`src/rtl/load_store_unit.sv`:
```
// load_store_unit: RV32I load/store engine bridging the core to a ready-handshake data bus
module load_store_unit #(
  parameter int TIMEOUT_CYCLES = 64,
  parameter int CNT_W = 8
) (
  input  logic        clk,
  input  logic        rst_n,
  input  logic        mem_read,
  input  logic        mem_write,
  input  logic [2:0]  funct3,
  input  logic [31:0] addr,
  input  logic [31:0] store_data,
  output logic [31:0] load_data,
  output logic        stall,
  output logic        misaligned,
  output logic        access_err,
  output logic        bus_req,
  output logic        bus_we,
  output logic [31:0] bus_addr,
  output logic [3:0]  bus_be,
  output logic [31:0] bus_wdata,
  input  logic [31:0] bus_rdata,
  input  logic        bus_ready
);
  typedef enum logic [1:0] {IDLE, ACCESS, DONE} state_t;
  localparam logic [CNT_W-1:0] LAST = CNT_W'(TIMEOUT_CYCLES == 0 ? 0 : TIMEOUT_CYCLES - 1);
  state_t state, next_state;
  logic [CNT_W-1:0] cnt;
  logic [2:0] f3_q;
  logic [1:0] off_q;
  logic to_flag;
  logic op, illegal, mis, start, timeout_hit;
  logic [7:0] rbyte;
  logic [15:0] rhalf;
  logic [31:0] fmt, be_wdata;
  logic [3:0] be_new;
  assign op = mem_read | mem_write;
  assign illegal = (mem_read & mem_write)
                 | (mem_read & (funct3 == 3'b011 || funct3[2:1] == 2'b11))
                 | (mem_write & (funct3 == 3'b011 || funct3[2]));
  assign mis = (funct3[1:0] == 2'b01 && addr[0]) || (funct3[1:0] == 2'b10 && addr[1:0] != 2'b00);
  assign start = state == IDLE && op && !illegal && !mis;
  assign timeout_hit = TIMEOUT_CYCLES != 0 && cnt == LAST;
  assign be_new = mem_read ? 4'b1111 : funct3[1] ? 4'b1111 :
                  funct3[0] ? 4'b0011 << addr[1:0] : 4'b0001 << addr[1:0];
  assign be_wdata = mem_read ? 32'd0 : funct3[1] ? store_data :
                    funct3[0] ? {2{store_data[15:0]}} : {4{store_data[7:0]}};
  assign rbyte = bus_rdata[8*off_q +: 8];
  assign rhalf = off_q[1] ? bus_rdata[31:16] : bus_rdata[15:0];
  assign fmt = f3_q[1] ? bus_rdata :
               f3_q[0] ? {{16{~f3_q[2] & rhalf[15]}}, rhalf} : {{24{~f3_q[2] & rbyte[7]}}, rbyte};
  // state register
  always_ff @(posedge clk or negedge rst_n)
    if (!rst_n) state <= IDLE;
    else state <= next_state;
  // next-state: one ACCESS phase, then a single DONE retire cycle
  always_comb
    next_state = state == IDLE   ? (start ? ACCESS : IDLE) :
                 state == ACCESS ? ((bus_ready || timeout_hit) ? DONE : ACCESS) : IDLE;
  // pulse/stall outputs, all held low while reset is asserted
  always_comb begin
    stall = rst_n & (start | state == ACCESS);
    misaligned = rst_n & state == IDLE & op & ~illegal & mis;
    access_err = rst_n & ((state == IDLE & op & illegal) | (state == DONE & to_flag));
  end
  // bus registers, captured instruction fields, timeout counter and load result
  always_ff @(posedge clk or negedge rst_n)
    if (!rst_n) begin
      bus_req <= 1'b0;
      bus_we <= 1'b0;
      bus_addr <= '0;
      bus_be <= '0;
      bus_wdata <= '0;
      load_data <= '0;
      cnt <= '0;
      f3_q <= '0;
      off_q <= '0;
      to_flag <= 1'b0;
    end else if (start) begin
      bus_req <= 1'b1;
      bus_we <= mem_write;
      bus_addr <= {addr[31:2], 2'b00};
      bus_be <= be_new;
      bus_wdata <= be_wdata;
      f3_q <= funct3;
      off_q <= addr[1:0];
      cnt <= '0;
    end else if (state == ACCESS) begin
      if (bus_ready) begin
        bus_req <= 1'b0;
        if (!bus_we) load_data <= fmt;
      end else if (timeout_hit) begin
        bus_req <= 1'b0;
        load_data <= '0;
        to_flag <= 1'b1;
      end else cnt <= cnt + 1'b1;
    end else if (state == DONE) to_flag <= 1'b0;
endmodule

```
`config.mk`:
```
export PLATFORM = sky130hd
export DESIGN_NAME = load_store_unit
export DESIGN_NICKNAME = d
export VERILOG_FILES = /design/src/rtl/load_store_unit.sv
export SDC_FILE = /design/constraint.sdc
export NUM_CORES = 1
export LEC_CHECK = 0
export ABC_AREA = 1
export CAP_MARGIN = 20
export CELL_PAD_IN_SITES_DETAIL_PLACEMENT = 0
export CELL_PAD_IN_SITES_GLOBAL_PLACEMENT = 1
export CORE_MARGIN = 4
export CORE_UTILIZATION = 34
export DETAILED_ROUTE_END_ITERATION = 12
export PLACE_DENSITY = 0.86
export SLEW_MARGIN = 20
export SYNTH_ARGS = -nofsm -noshare
export SYNTH_HDL_FRONTEND = slang
export SYNTH_SLANG_ARGS = --single-unit
```
`constraint.sdc`:
```
create_clock -name clk -period 4.3 [get_ports clk]
set_input_delay 0.86 -clock clk [delete_from_list [all_inputs] [get_ports clk]]
set_output_delay 0.86 -clock clk [all_outputs]
set_load 0.05 [all_outputs]
```
==> metrics.md <==
| Metric | Value |
|---|---|
| Sort of element at the start of the critical path | primary input |
| Post-route antenna net violation count | 0 |
| Lkg Pwr | 4.19 nW |
| Global-route wire length before repair | 29,600 um |
| Worst Path Max Fanout | 17 |
| Worst reg2reg path depth | 5 |
| Remaining design rule violation count | 0 |
| Complex-gate fraction of the synthesized area | 0.0803 |
| Required time of the critical path | 3.44 ns |
| Final hold violation count | 0 |
| Via count of the routed design | 5,696 |
| Total Routing Usage GR | 0.188 |
| Share of synthesized cell area in full adder, half adder and majority cells | 0.00212 |
| Highest achievable clock rate | 0.293 GHz |
| Layout cell share with drive strength beyond 1 | 0.0675 |
| Pre-antenna DRT Iters | 5 |
| Starting utilization of the core area | 0.352 |
| Distinct cell type count of the synthesized netlist | 33 |
| Setup repair after global routing missed its margin | false |
| Top library cells by usage in the layout, fill and taps aside | nand2_1 (363), clkdlybuf4s50_1 (202), dfrtp_1 (116) |
| Total Die Area | 19,500 um^2 |
| Status | complete, no violations |
| Crit path time final | 3.42 ns |
| Cells after Synth | 789 |
| Antenna diode instance count | 0 |
| CTS buffer count | 17 |
| Fin Setup TNS | 0 ns |
| Slew at the pin closest to its max-slew limit | 0.919 ns |
| Int Power | 3.29 mW |
| Synthesis-to-layout area growth | 46.7% |
| Standard cell with the maximum stage delay on the critical path | clkdlybuf4s50_1 |
| Sequential power share | 0.284 |
| Post-CTS setup buffer count | 0 |
| Clock root buffer | clkbuf_16 |
| Max-capacitance violation count | 0 |
| Proportion of register bits with asynchronous set or reset after synthesis | 1.00 |
| Worst hold path type | reg2reg |
| Pin count of the biggest net entering global routing | 67 |
| Area of the mapped netlist | 5890 um^2 |
| Antenna violations before repair | 0 |
| Critical path data arrival time | 2.56 ns |
| Rel. slew slack | 0.387 |
| Total non-filler cell area in the finished layout | 8640 um^2 |
| Total cell area at the placement stage | 8080 um^2 |
| Worst VDD drop | 0.339 mV |
| Simple-gate portion of the synthesized area | 0.352 |
| Post-synth top flop | dfrtp_1 |
| Wire length per cell after detailed routing | 15.1 um |
| Final period utilization | 0.795 |
| Combinational cell fraction of total power | 0.493 |
| Number of placement rows | 47 |
| Clock transition at the register clock pins on the worst setup and hold paths after CTS | 0.05 ns |
| Longest Clk Path Bufs | 2 |
| Number of warnings issued by yosys | 0 |
| Final wirelength | 18,300 um |
| Clock Skews | 0.00584 ns |
| Switching power as a share of total power | 0.459 |
| Clock insertion delay at the later pin of the skew report | 0.41 ns |
| NetSw | 2.79 mW |
| Fraction of the yosys area taken by sequential cells | 0.493 |
| Max incr delay on CP | 0.64 ns |
| Mean area per synthesized cell | 7.47 um^2 |
| Cells along the critical path | clkdlybuf4s50_1 > inv_4 > nand2_4 > nand2_2 > nor2_4 > nand3_2 > nor2_4 > nor2_1 > nor2_1 > buf_12 |
| CTS Hold Bufs | 0 |
| Initial DRC Count | 395 |
| Main combinational cell family by area after synthesis | simple AND/OR/NAND/NOR gates |
| Number of enable flip-flop cells after synthesis | 0 |
| Kind of end point of the critical path | output port |
| Vertical extent of the die | 140 um |
| Number of failing setup endpoints in the final timing report | 0 |
| I/O pins | 209 |
| Average via count per standard cell | 4.70 |
| Proportion of synthesized area in mux cells | 0 |
| Clock tree from TritonCTS | built |
| Post-detailed-placement half-perimeter wirelength | 13,000 um |
| XOR/XNOR Fraction of Synth Area | 0.00446 |
| Worst Hold Depth | 2 |
| Overall die width | 140 um |
| Post-CTS sizing | 0 |
| Clock Power Share | 0.222 |
| Final weighted congestion in routability-driven placement | 0.822 |
| H-tree level count | 4 |
| Category of the critical setup timing path | in2out |
| Core Area | 16,800 um^2 |
| Power per unit of standard cell area | 703 nW/um^2 |
| Clock sink count | 116 |
| Vias in the first global route | 5,570 |
| Most common library cell in the layout ignoring fill and taps | nand2_1 |
| # port buffers | 206 |
| Number of storage elements in the synthesis netlist | 116 |
| Number of nets at the end of the flow | 1,085 |
| Global route overflow | 0 |
| Slew Limit Fails | 0 |
==> per-stage QoR <==
stage / hold slack [ns] / cells / setup WS, ns / total power [mW] / util
final: 0.470 / 1213 / 0.882 / 6.08 / 0.516
after global routing: 0.483 / 1213 / 0.761 / 6.42 / 0.516
after CTS: 0.473 / 1213 / 0.873 / 6.14 / 0.516
after detailed placement: 0.461 / 1181 / 0.877 / 4.76 / 0.482
after global placement: 0.457 / 1181 / 0.923 / 4.74 / 0.482
after floorplan: 0.442 / 790 / 1.03 / 3.69 / -
==> area by class of cell <==
cell class,instances,area [um^2]
Clock buffer,23,488
Multi-Input combinational cell,593,2600
Timing Repair Buffer,215,2160
Inverter,37,143
Fill cell,1619,8120
Sequential cell,116,2900
Tap cell,220,275
Clock inverter,9,77.6
==> state kept, by name (all words and copies together) (netlist names) <==
name,flops
off_q,2
f3_q,3
bus_req,1
bus_be,4
cnt,8
load_data,32
state,2
bus_addr,30
bus_we,1
bus_wdata,32
to_flag,1
==> synth_stat cells, drive strengths merged (6+ instances only) <==
library cell | number | area [um^2]
buf | 32 | 215
dfrtp | 116 | 2900
nand2 | 370 | 1410
inv | 36 | 138
clkbuf | 12 | 45.0
a21oi | 32 | 160
nand3b | 7 | 52.6
o21ai | 52 | 260
nand3 | 63 | 343
nand4 | 6 | 43.8
nor2 | 49 | 216
o211ai | 6 | 45.0
==> logic make-up (layout without fill, tap and decap cells) <==
kind of cell | count (synthesis) | after routing
AO/OA/AOI/OAI | 91 | 91
XOR/XNOR | 3 | 3
adder cells (fa/ha/maj) | 1 | 1
buffers and inverters | 81 | 284
flip-flops | 116 | 116
other | 1 | 2
AND/OR/NAND/NOR | 496 | 496
==> worst max-delay path: cells and delay by family <==
family / cells / cell delay, ns
buffers and inverters: 3 / 0.96
and+or+nand+nor: 7 / 0.72
==> power groups by stage <==
| stage | clock, mW | sequential (mW) | combinational, mW |
|---|---|---|---|
| floorplan | 0 | 2.89 | 0.807 |
| global placement | 0 | 1.73 | 3.01 |
| detailed placement | 0 | 1.73 | 3.02 |
| CTS | 1.38 | 1.73 | 3.03 |
| global route | 1.44 | 1.78 | 3.21 |
| finish | 1.35 | 1.73 | 3.00 |
==> per-layer routing <==
layer	global-route usage	wire [um]	vias to the layer above	share of wire
met5	0	0	-	0
met4	0.0627	423	0	0.023
met3	0.0655	1470	32	0.080
met2	0.279	7930	184	0.43
met1	0.258	8490	2600	0.46
li1	-	-	2880	-
==> final timing paths <==
| path | endpoint | slack (ns) | from |
|---|---|---|---|
| worst min register to register | bus_req | 0.47 | bus_req |
| max in group asynchronous | load_data[23] | 2.34 | rst_n |
| worst min-delay path | bus_req | 0.47 | bus_req |
| min in group asynchronous | bus_wdata[7] | 0.64 | rst_n |
| worst max register to register | load_data[6] | 2.26 | off_q[1] |
| worst max-delay path | stall | 0.88 | mem_read |
No activity file was read; power rests on OpenSTA's default activity.
